--- src/rtl/edge_point_extract.sv ---
// Raster edge detector: tags edge pixels with their (col,row) and queues them in a point FIFO.
// Define EDGE_GRADIENT_EN to switch the edge test from absolute level to horizontal gradient.
module edge_point_extract #(
  parameter int COLS   = 16,
  parameter int ROWS   = 16,
  parameter int THRESH = 128,
  parameter int DEPTH  = 8
) (
  input  logic       clk,
  input  logic       rst,
  input  logic [7:0] pixel_i,
  input  logic       frame_i,
  input  logic       line_i,
  output logic [7:0] point_x_o,
  output logic [7:0] point_y_o,
  output logic       point_valid_o,
  input  logic       point_ready_i,
  output logic       overflow_o,
  output logic       frame_done_o
);

  localparam int             AW      = (DEPTH > 1) ? $clog2(DEPTH) : 1;
  localparam logic [7:0]     COL_MAX = 8'(COLS - 1);
  localparam logic [7:0]     ROW_MAX = 8'(ROWS - 1);
  localparam logic [7:0]     THR     = 8'(THRESH);
  localparam logic [AW:0]    FULL    = (AW + 1)'(DEPTH);
  localparam logic [AW:0]    CNT_ONE = (AW + 1)'(1);
  localparam logic [AW-1:0]  PTR_ONE = AW'(1);

  typedef enum logic {UNSYNC, ACTIVE} state_e;

  state_e      state_q, state_d;
  logic [7:0]  col_q, col_d;
  logic [7:0]  row_q, row_d;
  logic        past_end_q, past_end_d;
  logic        take;
  logic        last_d;
  logic        is_edge;

  // Pixel stage: registered push request and end-of-frame marker; coordinates live in col_q/row_q.
  logic        push_q;
  logic        last_q;
  logic        frame_done_q;
  logic        overflow_q;

  logic [15:0]   mem [DEPTH];
  logic [AW-1:0] wr_ptr_q, rd_ptr_q;
  logic [AW:0]   count_q, count_d;
  logic          pop, push_en;
  logic [15:0]   head;

`ifdef EDGE_GRADIENT_EN
  logic [7:0] prev_q;
  logic [7:0] diff;

  always_comb begin
    diff    = (pixel_i >= prev_q) ? (pixel_i - prev_q) : (prev_q - pixel_i);
    is_edge = !line_i && (diff >= THR);
  end

  always_ff @(posedge clk or posedge rst) begin
    if (rst) prev_q <= 8'd0;
    else     prev_q <= pixel_i;
  end
`else
  assign is_edge = (pixel_i >= THR);
`endif

  // NOTE: every signal assigned here gets a default first so no latch is inferred.
  always_comb begin
    state_d    = state_q;
    col_d      = col_q;
    row_d      = row_q;
    past_end_d = past_end_q;
    take       = 1'b0;
    if (state_q == UNSYNC && frame_i) state_d = ACTIVE;
    if (state_q == ACTIVE || frame_i) begin
      if (frame_i) begin
        col_d      = 8'd0;
        row_d      = 8'd0;
        past_end_d = 1'b0;
        take       = 1'b1;
      end else if (line_i) begin
        col_d = 8'd0;
        if (row_q == ROW_MAX) begin
          past_end_d = 1'b1;
        end else begin
          row_d = row_q + 8'd1;
          take  = 1'b1;
        end
      end else if (col_q != COL_MAX) begin
        col_d = col_q + 8'd1;
        take  = !past_end_q;
      end
    end
    last_d = take && (col_d == COL_MAX) && (row_d == ROW_MAX);
  end

  assign pop     = (count_q != '0) && point_ready_i;
  assign push_en = push_q && ((count_q != FULL) || pop);

  always_comb begin
    count_d = count_q;
    if (push_en && !pop)      count_d = count_q + CNT_ONE;
    else if (!push_en && pop) count_d = count_q - CNT_ONE;
  end

  // NOTE: sequential state uses non-blocking assignments only.
  always_ff @(posedge clk or posedge rst) begin
    if (rst) begin
      state_q      <= UNSYNC;
      col_q        <= 8'd0;
      row_q        <= 8'd0;
      past_end_q   <= 1'b0;
      push_q       <= 1'b0;
      last_q       <= 1'b0;
      frame_done_q <= 1'b0;
      overflow_q   <= 1'b0;
      wr_ptr_q     <= '0;
      rd_ptr_q     <= '0;
      count_q      <= '0;
    end else begin
      state_q      <= state_d;
      col_q        <= col_d;
      row_q        <= row_d;
      past_end_q   <= past_end_d;
      push_q       <= take && is_edge;
      last_q       <= last_d;
      frame_done_q <= last_q;
      if (push_q && (count_q == FULL) && !pop) overflow_q <= 1'b1;
      if (push_en) wr_ptr_q <= wr_ptr_q + PTR_ONE;
      if (pop)     rd_ptr_q <= rd_ptr_q + PTR_ONE;
      count_q      <= count_d;
    end
  end

  // NOTE: FIFO storage is deliberately not reset; the count gates every read of it.
  always_ff @(posedge clk) begin
    if (push_en) mem[wr_ptr_q] <= {col_q, row_q};
  end

  assign head          = mem[rd_ptr_q];
  assign point_valid_o = (count_q != '0);
  assign point_x_o     = point_valid_o ? head[15:8] : 8'd0;
  assign point_y_o     = point_valid_o ? head[7:0]  : 8'd0;
  assign overflow_o    = overflow_q;
  assign frame_done_o  = frame_done_q;

endmodule

--- config.mk ---
export PLATFORM = sky130hd
export DESIGN_NAME = edge_point_extract
export DESIGN_NICKNAME = d
export VERILOG_FILES = /design/src/rtl/edge_point_extract.sv
export SDC_FILE = /design/constraint.sdc
export NUM_CORES = 1
export LEC_CHECK = 0
export BUFFER_PORTS_ARGS = -buffer_cell sky130_fd_sc_hd__clkbuf_2
export CORE_MARGIN = 1.5
export CORE_UTILIZATION = 51
export CTS_CLUSTER_SIZE = 14
export DETAILED_ROUTE_END_ITERATION = 16
export PLACE_DENSITY = 0.68
export SETUP_SLACK_MARGIN = 0.5
export SLEW_MARGIN = 10
export SYNTH_ARGS = -nofsm -noshare
export SYNTH_HDL_FRONTEND = slang
export SYNTH_SLANG_ARGS = --single-unit
--- constraint.sdc ---
create_clock -name clk -period 3.6 [get_ports clk]
set_clock_uncertainty 0.15 [all_clocks]
set_input_delay 0.72 -clock clk [delete_from_list [all_inputs] [get_ports clk]]
set_output_delay 0.72 -clock clk [all_outputs]
set_load 0.01 [all_outputs]
# == Yosys cells after proc, flatten, opt, wreduce, memory -nomap -nowiden ==
# Memories as Yosys holds them, arrays and structs flattened.
# Cells that the tools add are included.
# op_classes
addsub,6
n_lt_le_gt_ge,1
muxes,22
n_reduce_logical,20
bitwise_logic,1
eq_ne,6
# op_table
operator,count
2-to-1 mux 8 bit,10
== test 8 x 4 -> 1 bit (second input constant),3
adder 8 x 1 -> 8 bit (second input constant),2
logical AND 1 bit,10
2-to-1 mux 1 bit,10
>= comparator 8 bit (second input constant),1
2-to-1 mux 4 bit,2
!= test 8 x 4 -> 1 bit (second input constant),1
adder 3 x 1 -> 3 bit (second input constant),2
nonzero test 2 bit,3
adder 4 x 1 -> 4 bit (second input constant),1
== test 4 bit (second input constant),1
!= test 4 bit (second input constant),1
nonzero test 4 bit,1
subtractor 4 x 1 -> 4 bit (second input constant),1
logical NOT 1 bit,3
AND reduction 3 bit,1
logical OR 1 bit,2
NOT 1 bit,1
# word_totals
inputBits,13
word_cells,68
output_inout_bits,19
ramBits,128
memories,1
register_bits,32
# memory_table
memory,words,word_bits,rd,rd_ports_with_merged_regs,write_ports,line_no,source
mem,8,16,1,0,1,46,logic [15:0] mem [DEPTH];

# == Logic depth before layout (Yosys ltp) ==
# Gate-level depths: netlist of run 1.
# depth
word_depth,8
depth_mapped,12
depth_no_buf,12

# == Least setup slack after synthesis of run 1 ==
# OpenSTA, ideal clock, no wires.
# synth_path
path_type,input -> register
start,input point_ready_i
end,"memory mem[0][0], enable pin"
path_slack_ps,757
n_path_buf,0
path_stages,5
setup_ps,409
arrival_ps,2283
required_time_ps,3041
cell_sequence,nand3b_1 nand2_1 inv_1 nand2b_1 nor3_1
# synth_via
elab_chain_cells,5
# synth_rtl
element,line_no,source
from (decl),17,"input logic point_ready_i,"
logical AND 1 bit,99,assign pop = (count_q != '0) && point_ready_i;
logical OR 1 bit,100,assign push_en = push_q && ((count_q != FULL) || pop);
logical AND 1 bit,100,
via push_en,49,"logic pop, push_en;"
2-to-1 mux 1 bit,139,"if (push_en) mem[wr_ptr_q] <= {col_q, row_q};"
2-to-1 mux 1 bit (implied by the code),139,
to (decl),46,
# The timed path passes the listed nets, and every way through them passes these cells.

# == Final worst setup path of run 1 ==
# layout_path
start,register rd_ptr_q[0]
end,output point_x_o[5]
# layout_via
elab_chain_cells,2
# layout_rtl
element,line_no,source
from (decl),47,"logic [AW-1:0] wr_ptr_q, rd_ptr_q;"
from (signal assigned),132,if (pop) rd_ptr_q <= rd_ptr_q + PTR_ONE;
memory read (8 x 16 bit),n/a,
2-to-1 mux 8 bit,144,assign point_x_o = point_valid_o ? head[15:8] : 8'd0;
to (decl),14,"output logic [7:0] point_x_o,"
# No other way between the ends.

==> key figures, run 1 <==
Synth
  – Cell count after synthesis: 384
  – Main flop type after synthesis: edfxtp_1
  – Cell taking the most area after synthesis: edfxtp_1
  – Net count after synthesis: 405
  – Yosys top cell area share: 57.4%
  – Synth unique cells: 56
  – Area contributors post-synth: edfxtp_1 57%, dfrtp_1 12%, mux4_2 11%, mux2i_1 2.7%, nor2_1 2.1%
  – Yosys warns: 0
  – Sequential fraction of the synthesis area: 69.4%
  – Mapped Area: 6700 sq um
  – FFs w/ async S/R, synth: 20.0%
  – Syn Area/Cell: 17.4 sq um
  – Register bit total from synthesis: 160
  – Post-synth EDFFs: 128

STA
  – RSZ-0062 raised after global routing: no
  – Fin. Hold Viols: 0
  – Fin Setup TNS: 0 ns
  – Max_slew headroom: 56.0%
  – Final min period: 2.87 ns
  – Setup Viol. Count Final: 0
  – Fmax achieved: 0.348 GHz
  – Slew Limit Fails: 0
  – Worst-margin pin slew: 0.661 ns
  – Final period util: 79.8%

Floorplanning
  – IO Count: 32
  – Initial Util: 52.6%
  – Die Span Y: 118 microns
  – Row Count: 41
  – Die W: 118 microns
  – Total core area: 12700 sq um
  – DIE AREA: 13800 sq um

Clock network
  – Hold buffer count at CTS: 0
  – Clock latency at the later pin of the worst-skew pair: 0.41 ns
  – Sink Count: 160
  – CTS Buf Count: 17
  – Worst-path clk slew: 0.06 ns
  – CTS tree: yes
  – Root buf cell: clkbuf_16
  – H-Tree Depth: 4
  – Clock tree buffer depth: 2

Power and ir drop
  – Leak: 2.70 nW
  – Total Power: 0.00554 W
  – Worst VDD drop: 0.000360 V
  – Pwr Density: 729 nW/um^2

Global route
  – Largest net degree at the start of global routing: 35
  – Antenna violations before repair: 0
  – First-pass GRT wire length: 18900 microns
  – Global route overflow: 0
  – Vias in the first global route: 3542
  – GRT Util Overall: 18.5%

Setup path
  – Reg2reg setup slack: 0.95 ns
  – Worst path bufs/invs: 2
  – Req. time, crit path: 2.73 ns
  – CP arrival: 2.00 ns
  – CP endpoint kind: primary output
  – Crit-path max cell delay: 0.52 ns
  – Cell count of the worst reg-to-reg path: 12
  – Worst setup SP type: flop
  – Top Family by Delay on Critical Path: multiplexers
  – Worst Path Max Fanout: 11
  – Reg-to-reg critical path endpoint: count_q[3]
  – Worst reg2reg startpoint: count_q[1]
  – Setup Crit Path Kind: reg2out
  – Crit-path slowest cell: mux4_2
  – Crit-path cells: buf_4 -> mux4_2 -> mux2i_1 -> nor2_1 -> clkbuf_2

Routing
  – Via count: 3428
  – WL final: 11800 microns
  – ANT nets after route: 0
  – Drt pass-1 iters: 5
  – Drt wl/cell: 19.3 microns
  – # DRC: 0
  – Initial DRC count: 280
  – Via density: 5.61

Hold path
  – Hold WC Path Type: reg2reg
  – Min-delay src: last_q
  – Min-Delay Endpoint: frame_done_o
  – Worst hold path depth: 0

Cells and area
  – Most common cell after layout, fill and taps aside: edfxtp_1
  – Final #Nets: 448
  – Layout cells sized above 1: 27.1%
  – Most frequent cells in the layout: 128 x edfxtp_1, 37 x nor2_1, 32 x mux4_2
  – Area Overhead vs Synth: 13.6%
  – Antenna diode count: 0
  – Final core occ: 59.8%

Place
  – HPWL Detailed: 7170 microns
  – Placer congestion estimate: 0.826
  – Port bufs: 24

Job
  – Number of max-cap violations: 0

Status
  – Status: complete, no violations
layout make-up:
cell class,count,area (sq um)
fillers,1005,5120
flip-flops and latches,160,4650
clock inverters,13,97.6
multi-input cells,200,1940
clock buffers,18,429
well taps,172,215
inverters,9,33.8
repair buffers,39,245
report_power, final:
| part | total [W] | switching [W] | leakage [nW] | internal [W] |
|---|---|---|---|---|
| Combinational | 0.00155 | 0.000777 | 0.854 | 0.000776 |
| Sequential | 0.00240 | 0.000158 | 1.60 | 0.00224 |
| Clock | 0.00159 | 0.000659 | 0.246 | 0.000932 |
| Total | 0.00554 | 0.00159 | 2.70 | 0.00395 |
kinds of logic after synthesis:
logic type / count (synthesis) / share of synthesized area, %
fa+ha+maj: 8 / 1.61
flops: 160 / 69.4
xor+xnor: 11 / 1.44
mux: 54 / 14.1
simple gates: 96 / 7.90
buf+inv: 24 / 1.87
compound gates: 31 / 3.70
routing by layer:
metal	wire length, microns	vias to the layer above	share of wire, %	global-route usage [%]
met4	70	0	0.59	7.09
met3	531	4	4.5	4.60
met2	6050	74	51	30.7
met1	5120	1763	43	23.8
met5	0	-	0	0
li1	-	1587	-	-
stage by stage:
step / cells / hold slack [ns] / area (sq um) / setup slack [ns]
2_1_floorplan: 384 / 0.181 / 6700 / 0.757
3_3_place_gp: 578 / 0.198 / 7060 / 0.831
3_5_place_dp: 578 / 0.188 / 7060 / 0.780
6_report: 611 / 0.211 / 7610 / 0.727
5_1_grt: 611 / 0.214 / 7610 / 0.592
4_1_cts: 611 / 0.212 / 7610 / 0.671
registers in the layout, indices dropped and copies added (netlist names), 3 cells and up:
signal	count
col_q	8
count_q	4
row_q	8
mem	128
rd_ptr_q	3
wr_ptr_q	3
synthesized netlist by cell type, types with 2 or more instances:
library cell / number
a31oi_1: 4
mux4_2: 32
dfrtp_1: 32
mux2i_1: 18
nor3_2: 2
inv_1: 9
edfxtp_1: 128
nor3_1: 7
nor2b_1: 2
nand2b_1: 4
xor2_1: 2
nand4_1: 2
ha_1: 7
xnor2_1: 9
nand2_1: 20
nor4_4: 2
a21oi_1: 8
clkbuf_8: 2
nand3_1: 6
buf_2: 6
nor2_1: 37
clkbuf_1: 5
o21ai_0: 5
mux2_2: 3
timing repair:
item                                    in CTS  in global routing
setup buffers                                2                  0
endpoints found under the setup margin      11                  0
hold endpoints to repair                     0                  0
gates resized for setup                      1                  0
worst max-delay path by stage:
stage / endpoint / cells after the start / startpoint
2_1_floorplan: mem[0][0] / 5 / point_ready_i
3_3_place_gp: count_q[3] / 12 / point_ready_i
3_5_place_dp: count_q[3] / 12 / point_ready_i
4_1_cts: point_x_o[5] / 5 / rd_ptr_q[0]
5_1_grt: point_x_o[6] / 5 / rd_ptr_q[0]
6_report: point_x_o[5] / 5 / rd_ptr_q[0]
No activity file was read; power rests on OpenSTA's default activity.
==> run 2, diff against run 1 <==
--- a/config.mk
+++ b/config.mk
@@ -10,7 +10,7 @@
 export CORE_UTILIZATION = 51
 export CTS_CLUSTER_SIZE = 14
 export DETAILED_ROUTE_END_ITERATION = 16
-export PLACE_DENSITY = 0.68
+export PLACE_DENSITY = 0.71
 export SETUP_SLACK_MARGIN = 0.5
 export SLEW_MARGIN = 10
 export SYNTH_ARGS = -nofsm -noshare
==> constraint.sdc (replaced) <==
create_clock -name clk -period 2.6 [get_ports clk]
set_clock_uncertainty 0.15 [all_clocks]
set_input_delay 0.52 -clock clk [delete_from_list [all_inputs] [get_ports clk]]
set_output_delay 0.52 -clock clk [all_outputs]
set_load 0.01 [all_outputs]
==> key figures, run 2 (synthesis results as in run 1) <==
Cells and area
  – Register Area: 4660 sq um (+0.35%)
  – Area Overhead vs Synth: 23.0%
  – Largest registers: mem x128, col_q x8, row_q x8
  – Most frequent cells in the layout: 128 x edfxtp_1, 37 x nor2_1, 34 x buf_4
  – Final core occ: 64.8% (+5.0 points)
  – Area of the multi-input gates: 2040 sq um (+5.4%)
  – Final #Nets: 488 (+8.9%)
  – Number of fill cells: 922 (-8.3%)
  – Layout cells sized above 1: 40.2% (+13 points)
  – Antenna diode count: 0 (unchanged)
  – Biggest register: mem
  – Cell Count, Final, Fillers Out: 652 (+6.7%)
  – Most common cell after layout, fill and taps aside: edfxtp_1
  – Max reg flops: 128 (unchanged)

Floorplanning
  – IO Count: 32 (unchanged)
  – Die Span Y: 118 microns (unchanged)
  – DIE AREA: 13800 sq um (unchanged)
  – Total core area: 12700 sq um (unchanged)
  – Initial Util: 52.6% (unchanged)
  – Die W: 118 microns (unchanged)
  – Row Count: 41 (unchanged)

Clock network
  – Root buf cell: clkbuf_16
  – H-Tree Depth: 4 (unchanged)
  – CTS Buf Count: 17 (unchanged)
  – Worst-path clk slew: 0.06 ns (about the same)
  – Clock latency at the later pin of the worst-skew pair: 0.42 ns (about the same)
  – Clock tree buffer depth: 2 (unchanged)
  – CTS tree: yes
  – Sink Count: 160 (unchanged)

Setup path
  – Crit-path max cell delay: 0.49 ns (-0.03 ns)
  – CP arrival: 1.98 ns (-0.02 ns)
  – Req. time, crit path: 1.93 ns (-0.80 ns)
  – Reg2reg setup slack: 0.13 ns (-0.82 ns)
  – Reg-to-reg critical path endpoint: count_q[3]
  – Top Family by Delay on Critical Path: multiplexers
  – Crit-path slowest cell: mux4_2
  – Setup Crit Path Kind: reg2out
  – Worst path bufs/invs: 3 (+1)
  – Worst Path Max Fanout: 5 (-6)
  – CP endpoint kind: primary output
  – Worst reg2reg startpoint: count_q[0]
  – Worst setup SP type: flop
  – Cell count of the worst reg-to-reg path: 13 (+1)
  – Crit-path cells: buf_12 -> buf_16 -> mux4_2 -> mux2i_1 -> nor2_1 -> buf_2

Routing
  – ANT nets after route: 0 (unchanged)
  – Drt wl/cell: 20.9 microns (+8.5%)
  – DR top layer: met4
  – Met2 Routed Length: 6910 microns (+14%)
  – Initial DRC count: 275 (-1.8%)
  – WL final: 13600 microns (+16%)
  – Via count: 3712 (+8.3%)
  – Met3 WL: 633 microns (+19%)
  – Via density: 5.69 (+1.5%)
  – # DRC: 0 (unchanged)
  – Drt pass-1 iters: 4 (-1)
  – M1 WL: 5930 microns (+16%)

Power and ir drop
  – Pwr Density: 1040 nW/um^2 (+42%)
  – Net Switching: 0.00247 W (+55%)
  – Int Power: 0.00607 W (+54%)
  – Comb pwr share: 32.5% (+4.5 points)
  – Sw frac: 28.9% (+0.15 points)
  – Leak: 2.98 nW (+10%)
  – Clk pwr share: 29.1% (+0.4 points)
  – Sequential share of power: 38.4% (-4.9 points)
  – Worst VDD drop: 0.000852 V (+140%)

Job
  – Number of max-cap violations: 0 (unchanged)

Status
  – Failing checks: setup timing
  – Status: complete, but fails checks

Hold path
  – Min-delay src: pixel_i[7]
  – Min-Delay Endpoint: push_q
  – Hold WC Path Type: in2reg
  – Worst hold path depth: 2 (+2)

STA
  – Fmax achieved: 0.378 GHz
  – Final period util: 102%
  – Max_slew headroom: 63.0% (+7.1 points)
  – RSZ-0062 raised after global routing: yes
  – Worst-margin pin slew: 0.554 ns (-0.107 ns)
  – Slew Limit Fails: 0 (unchanged)
  – Setup Viol. Count Final: 13 (+13)
  – Fin Setup TNS: -0.396 ns (-0.396 ns)
  – Fin. Hold Viols: 0 (unchanged)
  – Final setup margin: -0.0482 ns (-0.776 ns)
  – Final min period: 2.65 ns

Place
  – Placed instance count: 586 (+1.4%)
  – HPWL Detailed: 7520 microns (+4.9%)
  – Placer congestion estimate: 0.766 (-7.3%)
  – Port bufs: 24 (unchanged)

Global route
  – GRT Util Overall: 20.6% (+2.0 points)
  – Vias in the first global route: 3699 (+4.4%)
  – Antenna violations before repair: 0 (unchanged)
  – Largest net degree at the start of global routing: 35 (unchanged)
  – Global route overflow: 0 (unchanged)
  – First-pass GRT wire length: 20800 microns (+9.7%)
[run 2: repair_timing]
item | in CTS | in global routing
buffers inserted | 22 | 9
pin swaps | 10 | 14
hold buffers | 1 | 0
endpoints found under the hold margin | 14 | 0
gates cloned | 2 | 0
resized for setup | 30 | 23
setup endpoints to repair | 21 | 123
[run 2: area by class of cell]
| type | count | share of cell area (%) |
|---|---|---|
| flip-flops and latches | 160 | 56.6 |
| multi-input cells | 200 | 24.8 |
| repair buffers | 79 | 8.31 |
| clock buffers | 18 | 5.21 |
| well taps | 172 | 2.61 |
| clock inverters | 14 | 1.97 |
| inverters | 9 | 0.501 |
[run 2: power groups by stage]
| stage | clock, W | sequential, W | combinational, W |
|---|---|---|---|
| global route | 0.00262 | 0.00331 | 0.00298 |
| global placement | 0 | 0.00331 | 0.00235 |
| detailed placement | 0 | 0.00333 | 0.00240 |
| CTS | 0.00251 | 0.00328 | 0.00272 |
| finish | 0.00248 | 0.00328 | 0.00277 |
| floorplan | 0 | 0.00329 | 0.00169 |
[run 2: stage by stage]
step / power, W / hold WS [ns] / setup WS, ns / area (sq um)
3_5_place_dp: 0.00573 / 0.198 / 0.168 / 7190
3_3_place_gp: 0.00566 / 0.196 / 0.195 / 7190
5_1_grt: 0.00891 / 0.182 / -0.149 / 8240
4_1_cts: 0.00852 / 0.179 / -0.0916 / 8110
6_report: 0.00853 / 0.181 / -0.0482 / 8240
2_1_floorplan: 0.00498 / 0.181 / 0.291 / 6770
[run 2: how the worst max path moves through the flow]
stage          slack, ns           end  cells after the start     startpoint
5_1_grt            -0.15  point_y_o[7]                      6    rd_ptr_q[0]
4_1_cts            -0.09  point_x_o[7]                      5    rd_ptr_q[0]
3_5_place_dp        0.17    count_q[3]                     12  point_ready_i
2_1_floorplan       0.29    count_q[3]                     11     count_q[0]
3_3_place_gp        0.19    count_q[3]                     12  point_ready_i
6_report           -0.05  point_x_o[2]                      6    rd_ptr_q[0]
[run 2: layer usage]
layer  track usage, %  vias up
li1                 -     1678
met1             28.3     1928
met2             33.0       91
met3             5.23       15
met4             5.79        0
met5                0        -
